==> src/rtl/floppy_sd_responder.sv <==
// Floppy sector-IO target: serves 512-byte sector reads/writes for two drives from a
// byte-wide image memory with a req/ack handshake, one memory access per byte.
module floppy_sd_responder #(
    parameter logic [23:0] IMG_BASE0 = 24'h000000,
    parameter logic [23:0] IMG_BASE1 = 24'h0C8000
) (
    input  logic        clk,
    input  logic        rst_n,
    input  logic [10:0] sd_lba,
    input  logic [1:0]  sd_rd,
    input  logic [1:0]  sd_wr,
    output logic        sd_busy,
    output logic        sd_done,
    output logic [8:0]  sd_addr,
    output logic        sd_data_en,
    output logic [7:0]  sd_data_in,
    input  logic [7:0]  sd_data_out,
    input  logic [31:0] img_size0,
    input  logic [31:0] img_size1,
    output logic [23:0] mem_addr,
    output logic        mem_rd,
    output logic        mem_wr,
    output logic [7:0]  mem_wdata,
    input  logic [7:0]  mem_rdata,
    input  logic        mem_ack,
    output logic        range_err
);

    typedef enum logic [2:0] {
        StIdle, StStart, StRdReq, StRdPush, StWrAddr, StWrCap, StWrMem, StDone
    } state_e;

    state_e      r_state, w_state_nxt;
    logic        r_drive, w_drive_nxt;
    logic        r_write, w_write_nxt;
    logic [10:0] r_lba, w_lba_nxt;
    logic        r_oor, w_oor_nxt;
    logic [8:0]  r_addr, w_addr_nxt;
    logic [7:0]  r_rdata, w_rdata_nxt;
    logic [7:0]  r_wdata, w_wdata_nxt;

    logic        w_req;
    logic        w_acc_write;
    logic        w_acc_drive;
    logic [31:0] w_acc_size;
    logic [31:0] w_acc_end;
    logic        w_acc_oor;
    logic        w_last;
    logic [23:0] w_base;
    logic [23:0] w_mem_addr;

    // Writes outrank reads; drive 0 outranks drive 1 within a type.
    assign w_req       = (|sd_rd) | (|sd_wr);
    assign w_acc_write = |sd_wr;
    assign w_acc_drive = w_acc_write ? ~sd_wr[0] : ~sd_rd[0];
    assign w_acc_size  = w_acc_drive ? img_size1 : img_size0;
    assign w_acc_end   = {12'd0, sd_lba, 9'd0} + 32'd512;
    assign w_acc_oor   = w_acc_end > w_acc_size;
    assign w_last      = (r_addr == 9'd511);

    assign w_base     = r_drive ? IMG_BASE1 : IMG_BASE0;
    assign w_mem_addr = w_base + {4'd0, r_lba, 9'd0} + {15'd0, r_addr};

    assign mem_addr   = (mem_rd | mem_wr) ? w_mem_addr : 24'd0;
    assign mem_wdata  = mem_wr ? r_wdata : 8'd0;
    assign sd_addr    = r_addr;
    assign sd_data_in = sd_data_en ? r_rdata : 8'd0;

    always_ff @(posedge clk or negedge rst_n) begin
        if (!rst_n) begin
            r_state <= StIdle;
            r_drive <= 1'b0;
            r_write <= 1'b0;
            r_lba   <= 11'd0;
            r_oor   <= 1'b0;
            r_addr  <= 9'd0;
            r_rdata <= 8'd0;
            r_wdata <= 8'd0;
        end else begin
            r_state <= w_state_nxt;
            r_drive <= w_drive_nxt;
            r_write <= w_write_nxt;
            r_lba   <= w_lba_nxt;
            r_oor   <= w_oor_nxt;
            r_addr  <= w_addr_nxt;
            r_rdata <= w_rdata_nxt;
            r_wdata <= w_wdata_nxt;
        end
    end

    always_comb begin
        w_state_nxt = r_state;
        w_drive_nxt = r_drive;
        w_write_nxt = r_write;
        w_lba_nxt   = r_lba;
        w_oor_nxt   = r_oor;
        w_addr_nxt  = r_addr;
        w_rdata_nxt = r_rdata;
        w_wdata_nxt = r_wdata;
        sd_busy     = 1'b0;
        sd_done     = 1'b0;
        sd_data_en  = 1'b0;
        mem_rd      = 1'b0;
        mem_wr      = 1'b0;
        range_err   = 1'b0;

        case (r_state)
            StIdle: begin
                if (w_req) begin
                    w_state_nxt = StStart;
                    w_drive_nxt = w_acc_drive;
                    w_write_nxt = w_acc_write;
                    w_lba_nxt   = sd_lba;
                    w_oor_nxt   = w_acc_oor;
                    w_addr_nxt  = 9'd0;
                end
            end
            StStart: begin
                sd_busy     = 1'b1;
                range_err   = r_oor;
                w_state_nxt = r_write ? StWrAddr : StRdReq;
            end
            StRdReq: begin
                sd_busy = 1'b1;
                if (r_oor) begin
                    w_rdata_nxt = 8'h00;
                    w_state_nxt = StRdPush;
                end else begin
                    mem_rd = 1'b1;
                    if (mem_ack) begin
                        w_rdata_nxt = mem_rdata;
                        w_state_nxt = StRdPush;
                    end
                end
            end
            StRdPush: begin
                sd_busy     = 1'b1;
                sd_data_en  = 1'b1;
                // 511 + 1 wraps to 0, which is what DONE presents.
                w_addr_nxt  = r_addr + 9'd1;
                w_state_nxt = w_last ? StDone : StRdReq;
            end
            StWrAddr: begin
                sd_busy     = 1'b1;
                w_state_nxt = StWrCap;
            end
            StWrCap: begin
                sd_busy     = 1'b1;
                w_wdata_nxt = sd_data_out;
                w_state_nxt = StWrMem;
            end
            StWrMem: begin
                sd_busy = 1'b1;
                mem_wr  = ~r_oor;
                if (r_oor || mem_ack) begin
                    w_addr_nxt  = r_addr + 9'd1;
                    w_state_nxt = w_last ? StDone : StWrAddr;
                end
            end
            StDone: begin
                sd_done     = 1'b1;
                w_state_nxt = StIdle;
            end
            default: w_state_nxt = StIdle;
        endcase
    end

endmodule

==> config.mk <==
export PLATFORM = sky130hd
export DESIGN_NAME = floppy_sd_responder
export DESIGN_NICKNAME = d
export VERILOG_FILES = /design/src/rtl/floppy_sd_responder.sv
export SDC_FILE = /design/constraint.sdc
export NUM_CORES = 1
export LEC_CHECK = 0
export CORE_UTILIZATION = 25
export CTS_BUF_LIST = sky130_fd_sc_hd__clkbuf_4
export DETAILED_ROUTE_END_ITERATION = 10
export GPL_ROUTABILITY_DRIVEN = 0
export PLACE_DENSITY = 0.65
export SETUP_SLACK_MARGIN = 0.1
export SYNTH_ARGS = -nofsm -noshare
export SYNTH_HDL_FRONTEND = slang
export SYNTH_SLANG_ARGS = --single-unit
==> constraint.sdc <==
create_clock -name clk -period 3.5 [get_ports clk]
set_input_delay 0.7 -clock clk [delete_from_list [all_inputs] [get_ports clk]]
set_output_delay 0.7 -clock clk [all_outputs]
set_load 0.05 [all_outputs]
==> impl_metrics.json <==
{
  "final_nets": 590,
  "yosys_most_used_dff": "dfrtp_1",
  "synth-adder-area-share": 0.0801,
  "power_density_nw_per_um2": 301,
  "viasPerCell": 4.81,
  "synth_area_per_cell_um2": 9.02,
  "hold_path.class": "in2async",
  "worstSetupStartpointType": "register",
  "first_pass_iters": 4,
  "drtIter0Drc": 131,
  "grt.total_usage": 0.152,
  "syn_inst": 329,
  "synth_top_family_by_area": "simple AND/OR/NAND/NOR gates",
  "hold-worst-slack_ps": 485,
  "die_height_um": 111,
  "synth_xor_area_frac": 0.0354,
  "synth-simple-area-share": 0.281,
  "synthDistinctLibCells": 48,
  "static-leakage-power_uw": 0.00214,
  "dpl.hpwl_mm": 7.32,
  "yosysSeqAreaShare": 0.354,
  "crit_chain": "nand2b_1 > or2_1 > nor2_1 > clkdlybuf4s50_1",
  "crit_path_max_incr_delay_ps": 810,
  "ys_ff_latch": 42,
  "fillers": 1122,
  "layout-drive-gt1-share": 0.137,
  "async_flop_share": 1.00,
  "dpl_cell_area_um2": 4850,
  "row_count": 39,
  "core_um2": 11500,
  "antenna_left": 0,
  "dieWidth_um": 111,
  "critPathArrivalTime_ps": 2450,
  "synth_top_area_cell": "dfrtp_1",
  "clock_latency_ps": 350,
  "yosys-top-cells-area": "dfrtp_1, ha_1, nand2_1",
  "cts_resized": 0,
  "cts.sinks": 42,
  "netlist_top_cells_count": "dfrtp_1, nand2_1, and3_1",
  "grt_pass1_wl_mm": 15.1,
  "design_area_um2": 4910,
  "synth_edf_count": 0,
  "endpoint_kind": "output port",
  "antenna_cells": 0,
  "setup_violations": 0,
  "initial_core_util": 0.259,
  "netlist_area_um2": 2970,
  "cap_violations": 0,
  "netlist.area_leader.share": 0.354,
  "fin_skew_ps": 11.5,
  "rsz0062_at_grt": "false",
  "status": "finished clean",
  "wl_mm": 9.08,
  "slew_headroom": 0.359,
  "cts_buffer_depth": 2,
  "postCtsHoldBufs": 0,
  "period_share": 0.901,
  "grt_overflow": 0,
  "worst_slew_pin_slew_ps": 962,
  "maxSlewViolCount": 0,
  "ir_drop_mv": 0.357,
  "cts_tree": "done",
  "path_buf_inv": 1,
  "clk_pin_slew_ps": 140,
  "synth_compound_area_frac": 0.122,
  "antenna_found_initial": 0,
  "area_growth_pct": 65.4,
  "max_freq_ghz": 0.317,
  "crit_required_ps": 2800,
  "path_delay_family": "buffers and inverters",
  "crit_path_max_fanout": 12,
  "root_buffer": "clkbuf_4",
  "grt_pass1_vias": 3163,
  "postCtsSetupBuffers": 0,
  "cts_buffers": 5,
  "vias": 2965,
  "period_minus_slack_ps": 3150,
  "io_buffers": 149,
  "crit_slowest_cell": "clkdlybuf4s50_1",
  "route.detailed.drc": 0,
  "dieArea_um2": 12300,
  "tns_ps": 0,
  "yosysWarnings": 0,
  "synth.area.mux_share": 0.0831,
  "wl_per_cell_um": 14.7,
  "htreeDepth": 2,
  "worstSetupPathType": "reg2out",
  "grt_max_degree": 43,
  "io_pins": 153,
  "final-hold-violation-count": 0
}
-- worst register-to-register path, cell delays in order (launching register included) --
cell and delay, ps:
dfrtp_1 400, buf_4 200, nor2_1 200, nand3b_1 580, nor3_1 410, a21oi_1 70
-- cells by family after synthesis --
logic type / count (synthesis)
XOR/XNOR: 12
AND/OR/NAND/NOR: 157
other: 1
buffers and inverters: 27
AO/OA/AOI/OAI: 48
multiplexers: 23
adder cells (fa/ha/maj): 19
flip-flops: 42
-- placed cells by master, fill, tap and decap left out, drive strengths merged, types with 4 or more instances in the layout --
master	count
or3	8
or4	4
clkbuf	5
xnor2	9
mux2i	13
a21oi	14
nand2	42
nor3	8
o21ai	12
mux2	10
clkdlybuf4s50	123
a22o	10
nor4	6
buf	32
inv	7
ha	19
and2	19
nor2	19
and3	20
nand3	17
dfrtp	42
-- where the power goes --
group / total [µW] / leakage [µW] / internal (µW) / switching [µW]
combinational: 659 / 0.00158 / 312 / 346
sequential: 582 / 0.000530 / 526 / 55.6
clock: 237 / 0.0000286 / 75.0 / 162
-- final timing paths --
check	endpoint	from	cells after the start	slack, ps
max	mem_addr[19]	r_state[0]	4	350
min	sd_addr[0]	rst_n	1	490
max reg2reg	r_write	r_state[1]	5	1500
min reg2reg	r_lba[1]	r_lba[1]	2	490
max in group asynchronous	r_wdata[7]	rst_n	1	2410
min in group clk	r_lba[1]	r_lba[1]	2	490
-- flip-flops by register name, indices dropped and copies added (netlist names) --
name     flops
r_state      3
r_write      1
r_wdata      8
r_rdata      8
r_drive      1
sd_addr      9
r_oor        1
r_lba       11
-- per-layer routing --
metal | track usage | wire (µm) | vias to the layer above
li1 | - | - | 1460
met1 | 0.175 | 3620 | 1370
met2 | 0.280 | 4730 | 125
met3 | 0.0334 | 573 | 10
met4 | 0.0462 | 157 | 0
met5 | 0 | 0 | -
-- through the flow --
step	instances	utilization	worst slack (ps)	power [µW]
finish	617	0.428	345	1480
floorplan	331	-	524	933
global placement	609	0.423	286	1240
CTS	617	0.428	320	1500
global route	617	0.428	216	1570
detailed placement	609	0.423	185	1260
-- final cells by class --
type | instances | area [µm²] | area share
multi-input cells | 262 | 1800 | 0.367
repair buffers | 155 | 1790 | 0.366
flip-flops and latches | 42 | 1050 | 0.214
well taps | 143 | 179 | 0.0365
clock buffers | 5 | 37.5 | 0.00765
inverters | 7 | 26.3 | 0.00536
clock inverters | 3 | 16.3 | 0.00332
Power figures use the tool's default switching activity.
